$ cat src/rtl/breath_color_scheduler_if.sv
// rtl/breath_color_scheduler_if.sv - colour request/grant bundle between requesters and the breath scheduler
interface breath_color_scheduler_if;
   logic [1:0] req;
   logic [5:0] req_color;
   logic [1:0] gnt;

   modport master (output req, output req_color, input gnt);
   modport slave  (input req, input req_color, output gnt);
endinterface

$ cat src/rtl/breath_color_scheduler.sv
// rtl/breath_color_scheduler.sv - breathing RGB LED sequencer: shared PWM, ramp/hold phases,
// round-robin colour requests with an R->G->B fallback rotation
module breath_color_scheduler #(
   parameter int PERIOD = 10000,
   parameter int STEP   = 40,
   parameter int HOLD   = 25,
   parameter int CW     = 16
) (
   input  logic                          clk,
   input  logic                          rst,
   input  logic                          en,
   breath_color_scheduler_if.slave       bus,
   output logic                          led_r,
   output logic                          led_g,
   output logic                          led_b,
   output logic [1:0]                    phase,
   output logic                          cycle_done
);

   typedef enum logic [1:0] {
      ST_UP      = 2'b00,
      ST_HOLD_HI = 2'b01,
      ST_DOWN    = 2'b10,
      ST_HOLD_LO = 2'b11
   } state_t;

   localparam int HW = (HOLD > 1) ? $clog2(HOLD) : 1;

   localparam logic [CW-1:0] PERIOD_C  = CW'(PERIOD);
   localparam logic [CW-1:0] STEP_C    = CW'(STEP);
   localparam logic [CW-1:0] FCNT_LAST = CW'(PERIOD - 1);
   // Saturating when duty >= PERIOD-STEP is the same as duty+STEP >= PERIOD without the overflowing add
   localparam logic [CW-1:0] UP_LIM    = CW'(PERIOD - STEP);
   localparam logic [HW-1:0] HOLD_LAST = HW'(HOLD - 1);

   state_t        state_q, state_d;
   logic [CW-1:0] fcnt_q, fcnt_d;
   logic [CW-1:0] duty_q, duty_d;
   logic [HW-1:0] hold_q, hold_d;
   logic [2:0]    color_q, color_d;
   logic [2:0]    rot_q, rot_d;
   logic          ptr_q, ptr_d;
   logic [1:0]    gnt_q, gnt_d;
   logic          cdone_q, cdone_d;
   logic [2:0]    led_q, led_d;
   logic          frame_end;
   logic          win;
   logic [2:0]    lit;

   always_ff @(posedge clk or negedge rst) begin
      if (!rst) begin
         state_q <= ST_UP;
         fcnt_q  <= '0;
         duty_q  <= '0;
         hold_q  <= '0;
         color_q <= 3'b001;
         rot_q   <= 3'b001;
         ptr_q   <= 1'b1;
         gnt_q   <= 2'b00;
         cdone_q <= 1'b0;
         led_q   <= 3'b111;
      end else begin
         state_q <= state_d;
         fcnt_q  <= fcnt_d;
         duty_q  <= duty_d;
         hold_q  <= hold_d;
         color_q <= color_d;
         rot_q   <= rot_d;
         ptr_q   <= ptr_d;
         gnt_q   <= gnt_d;
         cdone_q <= cdone_d;
         led_q   <= led_d;
      end
   end

   always_comb begin
      state_d   = state_q;
      fcnt_d    = fcnt_q;
      duty_d    = duty_q;
      hold_d    = hold_q;
      color_d   = color_q;
      rot_d     = rot_q;
      ptr_d     = ptr_q;
      gnt_d     = 2'b00;
      cdone_d   = 1'b0;
      win       = 1'b0;
      frame_end = en && (fcnt_q == FCNT_LAST);

      if (en) begin
         fcnt_d = (fcnt_q == FCNT_LAST) ? '0 : fcnt_q + 1'b1;
      end

      if (frame_end) begin
         case (state_q)
            ST_UP: begin
               if (duty_q >= UP_LIM) begin
                  duty_d  = PERIOD_C;
                  hold_d  = '0;
                  state_d = ST_HOLD_HI;
               end else begin
                  duty_d = duty_q + STEP_C;
               end
            end
            ST_HOLD_HI: begin
               if (hold_q == HOLD_LAST) begin
                  hold_d  = '0;
                  state_d = ST_DOWN;
               end else begin
                  hold_d = hold_q + 1'b1;
               end
            end
            ST_DOWN: begin
               if (duty_q <= STEP_C) begin
                  duty_d  = '0;
                  hold_d  = '0;
                  state_d = ST_HOLD_LO;
               end else begin
                  duty_d = duty_q - STEP_C;
               end
            end
            default: begin
               if (hold_q == HOLD_LAST) begin
                  hold_d  = '0;
                  state_d = ST_UP;
                  cdone_d = 1'b1;
                  if (|bus.req) begin
                     // ptr_q remembers the last winner, so a tie goes to the other requester
                     win     = (bus.req == 2'b11) ? ~ptr_q : bus.req[1];
                     gnt_d   = win ? 2'b10 : 2'b01;
                     color_d = win ? bus.req_color[5:3] : bus.req_color[2:0];
                     ptr_d   = win;
                  end else begin
                     rot_d   = {rot_q[1:0], rot_q[2]};
                     color_d = {rot_q[1:0], rot_q[2]};
                  end
               end else begin
                  hold_d = hold_q + 1'b1;
               end
            end
         endcase
      end

      lit   = color_q & {3{fcnt_q < duty_q}};
      led_d = en ? ~lit : 3'b111;
   end

   assign bus.gnt    = gnt_q;
   assign cycle_done = cdone_q;
   assign phase      = state_q;
   assign led_r      = led_q[0];
   assign led_g      = led_q[1];
   assign led_b      = led_q[2];

endmodule

$ cat src/flat_wrapper.sv
// flat-port wrapper written by rule: the top's interface ports become plain ports
module breath_color_scheduler_flat 
#(
   parameter int PERIOD = 10000,
   parameter int STEP   = 40,
   parameter int HOLD   = 25,
   parameter int CW     = 16
)
  (clk, rst, en, led_r, led_g, led_b, phase, cycle_done, bus_req, bus_req_color, bus_gnt);
  breath_color_scheduler_if bus_i ();
  input  logic clk;
  input  logic rst;
  input  logic en;
  output logic led_r;
  output logic led_g;
  output logic led_b;
  output logic [1:0] phase;
  output logic cycle_done;
  input wire logic [$bits(bus_i.req)-1:0] bus_req;
  input wire logic [$bits(bus_i.req_color)-1:0] bus_req_color;
  output wire logic [$bits(bus_i.gnt)-1:0] bus_gnt;
  assign bus_i.req = bus_req;
  assign bus_i.req_color = bus_req_color;
  assign bus_gnt = bus_i.gnt;
  breath_color_scheduler #(.PERIOD(PERIOD), .STEP(STEP), .HOLD(HOLD), .CW(CW)) u_core (.clk(clk), .rst(rst), .en(en), .bus(bus_i), .led_r(led_r), .led_g(led_g), .led_b(led_b), .phase(phase), .cycle_done(cycle_done));
endmodule
$ cat config.mk
export PLATFORM = sky130hd
export DESIGN_NAME = breath_color_scheduler_flat
export DESIGN_NICKNAME = d
export VERILOG_FILES = /design/src/rtl/breath_color_scheduler_if.sv /design/src/rtl/breath_color_scheduler.sv /design/src/flat_wrapper.sv
export SDC_FILE = /design/constraint.sdc
export NUM_CORES = 1
export LEC_CHECK = 0
export ABC_AREA = 1
export CELL_PAD_IN_SITES_DETAIL_PLACEMENT = 1
export CELL_PAD_IN_SITES_GLOBAL_PLACEMENT = 1
export CORE_ASPECT_RATIO = 1.1
export CORE_MARGIN = 2
export CORE_UTILIZATION = 45
export DETAILED_ROUTE_END_ITERATION = 8
export GPL_ROUTABILITY_DRIVEN = 1
export PLACE_DENSITY = 0.79
export SYNTH_ARGS = -nofsm -noshare
export SYNTH_HDL_FRONTEND = slang
export SYNTH_SLANG_ARGS = --single-unit
$ cat constraint.sdc
create_clock -name clk -period 3.7 [get_ports clk]
set_input_delay 0.74 -clock clk [delete_from_list [all_inputs] [get_ports clk]]
set_output_delay 0.74 -clock clk [all_outputs]
set_load 0.01 [all_outputs]
Word level (Yosys, flattened, before mapping) --
Cells that the tools add are included.
Storage, ports and cells: register bits after elaboration 52, bits of input ports 11, word-level logic and storage cells 67
Operators by class: add/sub/neg operators 4, $lt $le $gt $ge 3, equal/unequal tests 8, muxes and demuxes 25, bitwise gates (word level) 5, reductions and logical operators 12
Operator list (count):
- $mux 16 | 3
- $pmux 16 s2 | 1
- $mux 2 | 9
- $add 16x1->16 const B | 1
- $add 16x6->16 const B | 1
- $eq 16x14->1 const B | 1
- $ge 16x14->1 const B | 1
- $le 16x6->1 const B | 1
- $lt 16x16->1 | 1
- $sub 16x6->16 const B | 1
- $mux 5 | 3
- $pmux 5 s2 | 1
- $mux 3 | 3
- $reduce_and 4->1 | 2
- $ne 2x1->1 const B | 3
- $pmux 2 s3 | 1
- $reduce_and 3->1 | 2
- $add 5x1->5 const B | 1
- $eq 5x5->1 const B | 1
- $reduce_and 5->1 | 1
- $eq 2x2->1 const B | 2
- $mux 1 | 4
- $and 3x3->3 | 1
- $not 1->1 | 3
- other kinds (9) | 9

Longest topological paths before layout --
depth in word-level cells 7, mapped depth 12, gate-level depth less buffers 12

Worst setup path before layout --
OpenSTA, ideal clock, no wires.
path kind in2reg, start input en, end register u_core.fcnt_q[11], arrival 1.538 ns, path slack 2.039 ns, cell stages on the path 7, path buffers 0, path through inv_2 nor3_2 nand2_1 nor2_1 nand3_1 o21ai_1 a21oi_1
RTL lines:
- from (decl) | line flat_wrapper.sv:13 | input logic en;
- to (signal assigned) | line breath_color_scheduler.sv:64 | fcnt_q <= fcnt_d;
- to (decl) | line breath_color_scheduler.sv:37 | logic [CW-1:0] fcnt_q, fcnt_d;

==> reports/qor.csv <==
stage,metric,value,unit
route,dr_wl_met3,195,µm
timing,slew_violations,0,
timing,min_period,2.41,ns
power,power_leakage,1.95,nW
critical_path,crit_path_start_kind,primary input,
critical_path,max_stage_delay,0.73,ns
critical_path,crit_family,buffers and inverters,
yosys,synth.distinct_cells,34,
yosys,ys_warn_count,0,
yosys,synthArstFlopShare,1.00,
yosys,yosysSeqAreaShare,0.341,
route,drt-total-wl,9970,µm
layout,fin_area,3970,µm²
clocking,ctsHoldBuffers,0,
run_status,outcome,"finished, final reports clean",
critical_path,crit_buf_inv,2,
route,vias_per_cell,5.21,
die,die_h,98.0,µm
run,drv_cap,0,
critical_path,path_max_fanout,12,
critical_path,cp_data_arrival_time,2.60,ns
layout,drive_gt1_frac,0.0950,
die,start_util,0.460,
timing,max_slew_margin,0.481,
clocking,cts_tree,done,
global_route,grt_pass1_vias,3557,
global_route,grt_max_degree,31,
clocking,htreeDepth,2,
global_route,grt_usage,0.247,
place,place_hpwl,7900,µm
yosys,netlist_area,3620,µm²
layout,diodes,0,
clocking,cts_max_path_buffers,2,
power,vdd_drop_max,244,µV
layout,seq_area,1230,µm²
route,wl_per_cell,15.5,µm
clocking,cts_buffers,5,
die,die_area,8770,µm²
critical_path,crit_chain,clkdlybuf4s50_1 -> inv_2 -> nor3_2 -> nand2_1 -> nor2_1 -> nand3_1 -> o21ai_1 -> a21oi_1,
timing,setup_viol,0,
critical_path,crit_path_top_delay_cell,clkdlybuf4s50_1,
route,drt_iter0_markers,95,
route,m1WireLength,4340,µm
die,ioPinCount,19,
layout,final_util,0.505,
critical_path,critPathKind,primary input to flip-flop,
clocking,root_buffer,clkbuf_8,
global_route,grt_overflow,0,
layout,multi_input_comb_area,2080,µm²
layout,nets,570,
route,top_layer,met4,
critical_path,required,3.89,ns
yosys,synth_area_per_cell,6.97,µm²
layout,n_fill_cell,1065,
place,place_congestion,0.915,
timing,fmax,0.415,GHz
global_route,antenna_found_initial,0,
yosys,syn_inst,519,
place,dpl_cell_area,3860,µm²
yosys,syn-num-nets,553,
route,wl_met2,5180,µm
clocking,clk_pin_slew,0.10,ns
timing,hold_viol,0,
timing,worstMarginPinSlew,0.779,ns
route,drtAntennaViolNets,0,
route,drc,0,
die,core_area,7870,µm²
timing,fin_crit_sh,0.650,
yosys,synth-seq-cells,49,
global_route,grt_first_pass_wirelength,17000,µm
clocking,post_cts_resized,0,
route,vias,3360,
die,die_width,89.5,µm
clocking,clkSinkCount,49,
layout,area_growth,9.86,%
route,dr.pass1.iters,4,
timing,rsz0062_at_grt,no,
yosys,synth_ff_type,dfrtp_1,
critical_path,cp-end-kind,flip-flop,
die,rows,34,
place,portBuffers,18,
yosys,synth_edf_count,0,
min_path,min_path_type,flip-flop to flip-flop,
power,power_density,340,nW/µm²
clocking,cts_setup_buffers,0,
timing,setup-tns-final,0,ns
clocking,worstSkewPairLatency,0.30,ns
timing,skew,0.00614,ns
[synthesized netlist by cell type (all sizes together), types with 3 or more instances]
cell / number / area share
nand3: 43 / 0.063
buf: 8 / 0.019
o21ai: 25 / 0.036
or2: 3 / 0.0052
nor3: 9 / 0.015
nand4: 15 / 0.026
inv: 59 / 0.061
xor2: 16 / 0.039
dfstp: 6 / 0.044
ha: 23 / 0.080
nand2: 174 / 0.19
dfrtp: 43 / 0.30
a21oi: 14 / 0.019
nor2: 72 / 0.089
[metal layers]
layer,vias up,track usage
met1,1609,0.306
met4,0,0.0769
li1,1684,-
met3,19,0.0296
met2,48,0.440
met5,-,0
[per-stage QoR]
step	instances	setup slack, ns	total power [mW]	hold WS, ns
after global routing	645	1.08	1.44	0.510
after floorplan	519	2.04	0.849	0.420
after detailed placement	637	0.980	0.961	0.459
after global placement	637	1.05	0.936	0.454
final	645	1.29	1.35	0.475
after CTS	645	1.31	1.37	0.481
[layout make-up]
| class | instances | share of cell area |
|---|---|---|
| multi-input cells | 401 | 0.525 |
| inverters | 60 | 0.0570 |
| clock buffers | 6 | 0.0183 |
| well taps | 108 | 0.0340 |
| flip-flops and latches | 49 | 0.310 |
| clock inverters | 2 | 0.00976 |
| repair buffers | 19 | 0.0460 |
[cell families (layout without fill, tap and decap cells)]
logic type	Yosys count	in the layout	share of synthesized area
muxes	1	1	0.00311
AOI/OAI and AO/OA	42	42	0.0612
adders and majority gates	23	23	0.0796
DFF	49	49	0.341
buffers and inverters	69	87	0.0827
xor gates and xnor gates	17	17	0.0412
and+or+nand+nor	318	318	0.391
[report_power, final]
part | switching, mW | internal, mW | total (mW)
clock | 0.194 | 0.204 | 0.397
combinational | 0.176 | 0.107 | 0.284
sequential | 0.0844 | 0.584 | 0.669
[layout by cell type, fill, tap and decap left out, drive strengths merged]
master / instances
nand3: 43
or2: 3
clkinv: 2
nor4: 1
xnor2: 1
a22oi: 1
clkbuf: 6
o211ai: 1
a21oi: 14
nor3b: 1
nand2: 174
buf: 2
nor2: 72
o21ai: 25
ha: 23
dfrtp: 43
bufinv: 1
dfstp: 6
o21bai: 1
nor3: 9
nand4: 15
mux2: 1
xor2: 16
inv: 59
clkdlybuf4s50: 17
[worst reg2reg max path: cells and delay by family, from the launching register on]
family | cells | cell delay [ns]
and+or+nand+nor | 4 | 0.80
adders and majority gates | 1 | 0.30
buffers and inverters | 3 | 0.49
DFF | 1 | 0.44
[final timing paths]
path	start	to	slack, ns	cells past startpoint
worst max register to register	u_core.phase[0]	u_core.duty_q[8]	1.56	8
worst min register to register	u_core.color_q[2]	u_core.led_q[2]	0.47	1
worst max-delay path	en	u_core.fcnt_q[11]	1.29	8
min in group asynchronous	rst	u_core.duty_q[11]	0.50	1
max in group asynchronous	rst	u_core.led_q[0]	2.37	2
worst min-delay path	u_core.color_q[2]	u_core.led_q[2]	0.47	1
[state kept, by name (all words and copies together) (netlist names)]
name	flops
u_core.hold_q	5
u_core.fcnt_q	16
u_core.bus.gnt	2
u_core.cycle_done	1
u_core.color_q	3
u_core.led_q	3
u_core.rot_q	3
u_core.duty_q	13
u_core.phase	2
u_core.ptr_q	1
Power figures use the tool's default switching activity.
